`src/rtl/pipe_reduce.sv`:
```
// Pipelined FANIN-ary reduction tree (AND/OR/XOR/XNOR chosen per sample) with
// valid/mode sideband, a global stall and an in-flight indicator.
module pipe_reduce #(
  parameter int WIDTH = 10,
  parameter int FANIN = 6
) (
  input  logic             clk,
  input  logic             rst,
  input  logic             en,
  input  logic             in_valid,
  input  logic [1:0]       mode,
  input  logic [WIDTH-1:0] a,
  output logic             out_valid,
  output logic             out,
  output logic             busy
);

  localparam logic [1:0] MODE_AND  = 2'b00;
  localparam logic [1:0] MODE_OR   = 2'b01;
  localparam logic [1:0] MODE_XNOR = 2'b11;

  // Vector width entering stage k (stage k produces width_at(k+1) bits).
  function automatic int width_at(input int k);
    int w;
    w = WIDTH;
    for (int i = 0; i < k; i++) w = (w + FANIN - 1) / FANIN;
    return w;
  endfunction

  function automatic int num_levels();
    int w;
    int l;
    w = WIDTH;
    l = 1;
    while (w > FANIN) begin
      w = (w + FANIN - 1) / FANIN;
      l++;
    end
    return l;
  endfunction

  localparam int LATENCY = num_levels();

  logic [LATENCY-1:0] valid_vec;

  for (genvar k = 0; k < LATENCY; k++) begin : g_stage
    localparam int WI   = width_at(k);
    localparam int WO   = width_at(k + 1);
    localparam bit LAST = (k == LATENCY - 1);

    logic [WI-1:0]       in_data;
    logic [1:0]          in_mode;
    logic                in_vld;
    logic [WO*FANIN-1:0] padded;
    logic                invert;
    logic [WO-1:0]       data_d;
    logic [WO-1:0]       data_q;
    logic                valid_q;

    if (k == 0) begin : g_src
      assign in_data = a;
      assign in_mode = mode;
      assign in_vld  = in_valid;
    end else begin : g_src
      assign in_data = g_stage[k-1].data_q;
      assign in_mode = g_stage[k-1].g_fwd.mode_q;
      assign in_vld  = g_stage[k-1].valid_q;
    end

    always_comb begin
      // NOTE: every variable gets a full default before any partial overwrite so no latch is inferred.
      padded            = {(WO*FANIN){in_mode == MODE_AND}};
      padded[WI-1:0]    = in_data;
      invert            = LAST && (in_mode == MODE_XNOR);
      data_d            = '0;
      for (int j = 0; j < WO; j++) begin
        case (in_mode)
          MODE_AND: data_d[j] = &padded[j*FANIN +: FANIN];
          MODE_OR:  data_d[j] = |padded[j*FANIN +: FANIN];
          default:  data_d[j] = (^padded[j*FANIN +: FANIN]) ^ invert;
        endcase
      end
    end

    // NOTE: state registers use non-blocking assignments so all stages shift on the same edge.
    always_ff @(posedge clk or posedge rst) begin
      if (rst) begin
        data_q  <= '0;
        valid_q <= 1'b0;
      end else if (en) begin
        data_q  <= data_d;
        valid_q <= in_vld;
      end
    end

    assign valid_vec[k] = valid_q;

    // The last stage has no consumer for its mode, so only inner stages carry one.
    if (!LAST) begin : g_fwd
      logic [1:0] mode_q;
      always_ff @(posedge clk or posedge rst) begin
        if (rst)     mode_q <= 2'b00;
        else if (en) mode_q <= in_mode;
      end
    end
  end

  assign out       = g_stage[LATENCY-1].data_q[0];
  assign out_valid = valid_vec[LATENCY-1];
  assign busy      = |valid_vec;

endmodule
```
`config.mk`:
```
export PLATFORM = sky130hd
export DESIGN_NAME = pipe_reduce
export DESIGN_NICKNAME = d
export VERILOG_FILES = /design/src/rtl/pipe_reduce.sv
export SDC_FILE = /design/constraint.sdc
export NUM_CORES = 1
export LEC_CHECK = 0
export ABC_AREA = 1
export ABC_CLOCK_PERIOD_IN_PS = 1100
export BUFFER_PORTS_ARGS = -buffer_cell sky130_fd_sc_hd__buf_2
export CAP_MARGIN = 20
export CORE_MARGIN = 1
export CORE_UTILIZATION = 47
export CTS_BUF_LIST = sky130_fd_sc_hd__clkbuf_4
export DETAILED_ROUTE_END_ITERATION = 10
export PLACE_DENSITY = 0.77
export SETUP_SLACK_MARGIN = 0.3
export SLEW_MARGIN = 20
export SYNTH_ARGS = -nofsm -noshare
export SYNTH_HDL_FRONTEND = slang
export SYNTH_SLANG_ARGS = --single-unit
```
`constraint.sdc`:
```
create_clock -name clk -period 1.1 [get_ports clk]
set_clock_uncertainty 0.15 [all_clocks]
set_input_delay 0.22 -clock clk [delete_from_list [all_inputs] [get_ports clk]]
set_output_delay 0.22 -clock clk [all_outputs]
set_load 0.05 [all_outputs]
```
==> summary.txt, run 1 <==
Status: finished with violations
Failing checks: hold timing, setup timing
Row cnt: 12
Total Power: 1.11 mW
Final wirelength: 1.76 mm
Tightest Pin Transition: 0.275 ns
Setup Viol. Count Final: 5
Synth cell types: 13
Avg Cell Area, Syn: 6.85 um^2
Sink Count: 7
CP Buf/Inv Count: 2
Global-route wire length before repair: 2.39 mm
H-Tree Level Count: 1
Die Wd: 38.6 um
Pre-antenna DRT Iters: 6
Die Area: 1490 um^2
CP Depth: 3
Final Hold Vio Count: 7
Sequence of cells on the critical path: inv_2 -> nand2_2 -> buf_8
Seq cells post-synth: 7
Flop-to-flop setup slack: -0.19 ns
Root Buffer: clkbuf_4
Critical path arrival: 0.94 ns
GRT overflow: 0
Routed Antenna Nets: 0
Routed WL per cell: 13.1 um
Worst r2r path cells: 6
Relative slew slack: 81.6%
RSZ-0062 raised after global routing: yes
Vias/cell: 5.08
Psw: 0.407 mW
Sequential area share after synthesis: 27.8%
Gate Count Post-Synth: 92
Clock Latency Late Sink: 0.25 ns
Detailed placement HPWL: 1.15 mm
Initial antenna violation count: 0
Clock Path Buffers: 2
Largest net degree at the start of global routing: 14
TritonCTS clock tree: built
Internal power: 0.698 mW
DRC viols: 0
Core area: 1170 um^2
Area growth syn-to-layout: 68.7%
I/O pin cnt: 19
Setup ws final: -0.209 ns
Placement-stage cell area: 865 um^2
Syn nets: 120
Final hold slack: -0.267 ns
Vias in the first global route: 639
Vias: 686
Hold Crit Class: in2async
Worst-path clk slew: 0.06 ns
Switching Fraction: 36.8%
IO buf count: 18
Maximum vdd drop: 0.579 mV
CP max stage delay: 0.42 ns
Die span in y: 38.6 um
Area of the multi-input gates: 468 um^2
CTS buffer count: 3
P_leak: 0.559 nW
Initial drt markers: 18
Max Freq: 764 MHz
Worst path top cell family by delay: flip-flops
Register area: 176 um^2
Clock network fraction of total power: 24.6%
Fill cells: 55
Final net count: 150
Design area: 1060 um^2
Slowest-stage cell, CP: dfrtp_2
Tcrit/Tclk final: 119%
# Max-Cap Violations: 0
Initial Utilization: 53.8%
Critical path type: reg2out
Sequential share of power: 28.6%
CP Launch Type: flop
Slew Viols, Final: 0
Warnings from Yosys: 0
Power density over the cells: 1040 nW/um^2
Synthesized cell area: 631 um^2
Total Routing Usage GR: 24.0%
Min cycle time layout: 1.31 ns
Layout cell share with drive strength beyond 1: 58.7%
Crit-path max FO: 2
Diode count: 0
Worst setup EP type: primary output
Gate power share: 46.8%
Data required, critical path: 0.73 ns
GPL Wtd Cong: 0.742
-- layout make-up --
cell class,count,share of cell area [%]
timing repair buffer,26,22.1
clock buffer,4,2.82
tap,14,1.65
multi-input combinational,59,44.0
inverter,25,12.8
sequential,7,16.6
-- path summary, 6_finish.rpt --
path	start	end
max	out_valid$_DFFE_PP0P_	busy
min	rst	g_stage[0].g_fwd.mode_q[0]$_DFFE_PP0P_
max reg2reg	g_stage[0].data_q[0]$_DFFE_PP0P_	out$_DFFE_PP0P_
min reg2reg	g_stage[0].g_fwd.mode_q[1]$_DFFE_PP0P_	g_stage[0].g_fwd.mode_q[1]$_DFFE_PP0P_
max in group asynchronous	rst	out_valid$_DFFE_PP0P_
min in group clk	in_valid	g_stage[0].valid_q$_DFFE_PP0P_
-- cell usage after synthesis (all sizes together) --
cell / number / area [um^2]
nand2: 28 / 105
inv: 25 / 93.8
ha: 12 / 150
dfrtp: 7 / 175
nor2: 7 / 28.8
nand3: 5 / 30.0
o21ai: 5 / 25.0
nand3b: 2 / 15.0
clkbuf: 1 / 7.51
-- layer usage --
layer | global-route usage, % | vias up | part of all wire [%]
met2 | 53.8 | 38 | 60
met3 | 1.73 | 8 | 4.3
met5 | 0 | - | 0
li1 | - | 328 | -
met4 | 7.76 | 0 | 2.9
met1 | 20.8 | 312 | 33
-- stage by stage --
| step | utilization (%) | std cells | hold slack [ns] | setup TNS (ns) | setup WS (ns) |
|---|---|---|---|---|---|
| 2_1_floorplan | - | 92 | -0.127 | -0.168 | -0.113 |
| 3_3_place_gp | 73.8 | 126 | 0.00858 | -0.452 | -0.160 |
| 3_5_place_dp | 73.8 | 126 | 0.0110 | -0.535 | -0.208 |
| 4_1_cts | 83.3 | 131 | -0.255 | -0.561 | -0.218 |
| 5_1_grt | 90.8 | 135 | -0.238 | -0.710 | -0.242 |
| 6_report | 90.8 | 135 | -0.267 | -0.580 | -0.209 |
-- registers in the layout, indices dropped and copies added (netlist names) --
register              count
out_valid                 1
out                       1
g_stage.valid_q           1
g_stage.g_fwd.mode_q      2
g_stage.data_q            2
-- cells by family (layout without fill, tap and decap cells) --
logic type               count (synthesis)  after routing  share of synthesized area (%)
AND/OR/NAND/NOR                         42             42                           28.4
buffers and inverters                   26             55                           16.1
adder cells (fa/ha/maj)                 12             12                           23.8
flip-flops                               7              7                           27.8
AO/OA/AOI/OAI                            5              5                           3.97
-- power by group through the flow --
stage                     combinational (mW)  clock (mW)  sequential (mW)
final                                  0.517       0.272            0.316
after global routing                   0.558       0.285            0.319
after CTS                              0.422       0.265            0.313
after detailed placement               0.363           0            0.313
after global placement                 0.345           0            0.311
after floorplan                        0.198           0            0.353
-- placed cells by master, fill, tap and decap left out, types with 2 or more instances in the layout --
master     n
nand2_1   22
inv_2     12
buf_4      9
buf_2      7
nand2_2    6
ha_4       6
ha_1       6
dfrtp_1    6
buf_6      6
nor2_1     5
inv_1      5
clkbuf_4   4
nand3_2    3
o21ai_2    3
inv_6      3
inv_4      3
buf_8      3
nor2_2     2
nand3_1    2
nand3b_1   2
-- what timing repair did --
item	CTS	global route
setup buffers	1	4
pin swaps	8	5
setup endpoints to repair	9	10
gates resized for setup	25	18
hold endpoints to repair	7	7
No activity file was read; power rests on OpenSTA's default activity.
==> inputs of run 2 (changes only) <==
--- a/config.mk
+++ b/config.mk
@@ -10,10 +10,9 @@
 export BUFFER_PORTS_ARGS = -buffer_cell sky130_fd_sc_hd__buf_2
 export CAP_MARGIN = 20
 export CORE_MARGIN = 1
-export CORE_UTILIZATION = 47
+export CORE_UTILIZATION = 30
 export CTS_BUF_LIST = sky130_fd_sc_hd__clkbuf_4
 export DETAILED_ROUTE_END_ITERATION = 10
-export PLACE_DENSITY = 0.77
 export SETUP_SLACK_MARGIN = 0.3
 export SLEW_MARGIN = 20
 export SYNTH_ARGS = -nofsm -noshare
==> summary.txt, run 2 (synthesized netlist as in run 1, its figures left out) <==
Status: finished with violations
Failing checks: hold timing, setup timing
Largest registers: g_stage.data_q: 2 flops, g_stage.g_fwd.mode_q: 2 flops
Clock Latency Late Sink: 0.25 ns (about the same)
Initial drt markers: 7 (-11)
Global-route wire length before repair: 1.92 mm (-20%)
Sink Count: 7 (unchanged)
Largest net degree at the start of global routing: 14 (unchanged)
Slew Viols, Final: 0 (unchanged)
Pre-antenna DRT Iters: 5 (-1)
GPL Wtd Cong: 0.729 (-1.7%)
Max Freq: 782 MHz (+2.3%)
Maximum vdd drop: 0.426 mV (-26%)
Placed insts: 139 (+10%)
Final setup TNS: -0.518 ns (+0.0620 ns)
H-Tree Level Count: 1 (unchanged)
Hold Crit Class: in2async
Initial antenna violation count: 0 (unchanged)
# Max-Cap Violations: 0 (unchanged)
Flop-to-flop setup slack: -0.14 ns (+0.05 ns)
Die span in y: 47.8 um (+24%)
P_leak: 0.528 nW (-5.6%)
Worst-path clk slew: 0.05 ns (about the same)
Die Area: 2290 um^2 (+53%)
Final hold slack: -0.255 ns (+0.0117 ns)
Initial Utilization: 32.1% (-22 points)
Final wirelength: 1.19 mm (-32%)
Dpl ws: -0.173 ns (+0.0353 ns)
RR Endpoint: out$_DFFE_PP0P_
RSZ-0062 raised after global routing: yes
IO buf count: 18 (unchanged)
CTS buffer count: 3 (unchanged)
I/O pin cnt: 19 (unchanged)
Tightest Pin Transition: 0.287 ns (+0.0114 ns)
Relative slew slack: 80.9% (-0.76 points)
Core area: 1960 um^2 (+68%)
Power density over the cells: 998 nW/um^2 (-3.9%)
Detailed placement HPWL: 998 um (-13%)
Worst setup EP type: primary output
Register area: 176 um^2 (unchanged)
Row cnt: 16 (+4)
Vias in the first global route: 508 (-21%)
Area of the multi-input gates: 445 um^2 (-4.8%)
Setup ws final: -0.180 ns (+0.0292 ns)
Setup Viol. Count Final: 4 (-1)
GRT overflow: 0 (unchanged)
Data required, critical path: 0.73 ns (about the same)
Commonest non-fill, non-tap cells in the layout: nand2_1, inv_2, buf_2
Commonest non-fill, non-tap cell in the layout: nand2_1
Critical path arrival: 0.91 ns (-0.03 ns)
Final Hold Vio Count: 7 (unchanged)
Post-Layout Cell Count: 145 (+7.4%)
TritonCTS clock tree: built
Layout cell share with drive strength beyond 1: 53.4% (-5.3 points)
Crit-path max FO: 2 (unchanged)
Vias/cell: 4.21 (-17%)
Routed Antenna Nets: 0 (unchanged)
Tcrit/Tclk final: 116% (-2.7 points)
Area growth syn-to-layout: 60.3%
Worst r2r src: g_stage[0].data_q[0]$_DFFE_PP0P_
Fill cells: 210 (+280%)
Vias: 610 (-11%)
Clock Path Buffers: 2 (unchanged)
Root Buffer: clkbuf_4
Final net count: 147 (-2.0%)
Total Routing Usage GR: 12.3% (-12 points)
Die Wd: 47.8 um (+24%)
Min cycle time layout: 1.28 ns (-0.0292 ns)
DRC viols: 0 (unchanged)
Critical path type: reg2out
Diode count: 0 (unchanged)
CP Launch Type: flop
Routed WL per cell: 8.21 um (-37%)
Worst r2r path cells: 8 (+2)
## run 2: stage by stage
step / power, mW / area, um^2 / utilization (%)
finish: 1.01 / 1010 / 51.5
global route: 1.09 / 1010 / 51.5
CTS: 1.02 / 1000 / 51.2
detailed placement: 0.667 / 881 / 44.9
global placement: 0.658 / 881 / 44.9
floorplan: 0.550 / 742 / -
## run 2: layer usage
metal  up-vias  global-route usage (%)  wire (um)
li1        322                       -          -
met1       276                    13.8        482
met2        10                    21.1        657
met3         2                    1.13         28
met4         0                    10.0         22
met5         -                       0          0
## run 2: worst max-delay path by stage
| stage | from | to | slack (ns) | cells past startpoint |
|---|---|---|---|---|
| CTS | out_valid$_DFFE_PP0P_ | busy | -0.19 | 3 |
| floorplan | g_stage[0].data_q[0]$_DFFE_PP0P_ | out$_DFFE_PP0P_ | -0.11 | 8 |
| detailed placement | a[9] | g_stage[0].data_q[1]$_DFFE_PP0P_ | -0.17 | 9 |
| global placement | g_stage[0].data_q[0]$_DFFE_PP0P_ | out$_DFFE_PP0P_ | -0.16 | 8 |
| finish | g_stage[0].valid_q$_DFFE_PP0P_ | busy | -0.18 | 3 |
| global route | out_valid$_DFFE_PP0P_ | busy | -0.24 | 3 |
## run 2: power breakdown
group	switching [mW]	internal, mW	leakage (nW)	total (mW)
combinational	0.230	0.207	0.427	0.437
clock	0.0957	0.163	0.0184	0.259
sequential	0.0237	0.290	0.0825	0.314
## run 2: layout make-up
cell class | instances | share of cell area [%]
sequential | 7 | 17.5
multi-input combinational | 59 | 44.1
clock buffer | 4 | 2.97
timing repair buffer | 23 | 18.7
inverter | 25 | 13.5
tap | 27 | 3.34
## run 2: what timing repair did
action | 4_1_cts | 5_1_grt
endpoints found under the setup margin | 7 | 10
pin swaps | 9 | 3
gates resized for setup | 25 | 5
buffers inserted | 2 | 0
hold endpoints to repair | 7 | 7
## run 2: worst max-delay path, stage by stage (launching register included)
cell and delay (ns):
dfrtp_1 0.38, inv_2 0.07, nand2_2 0.06, buf_8 0.14
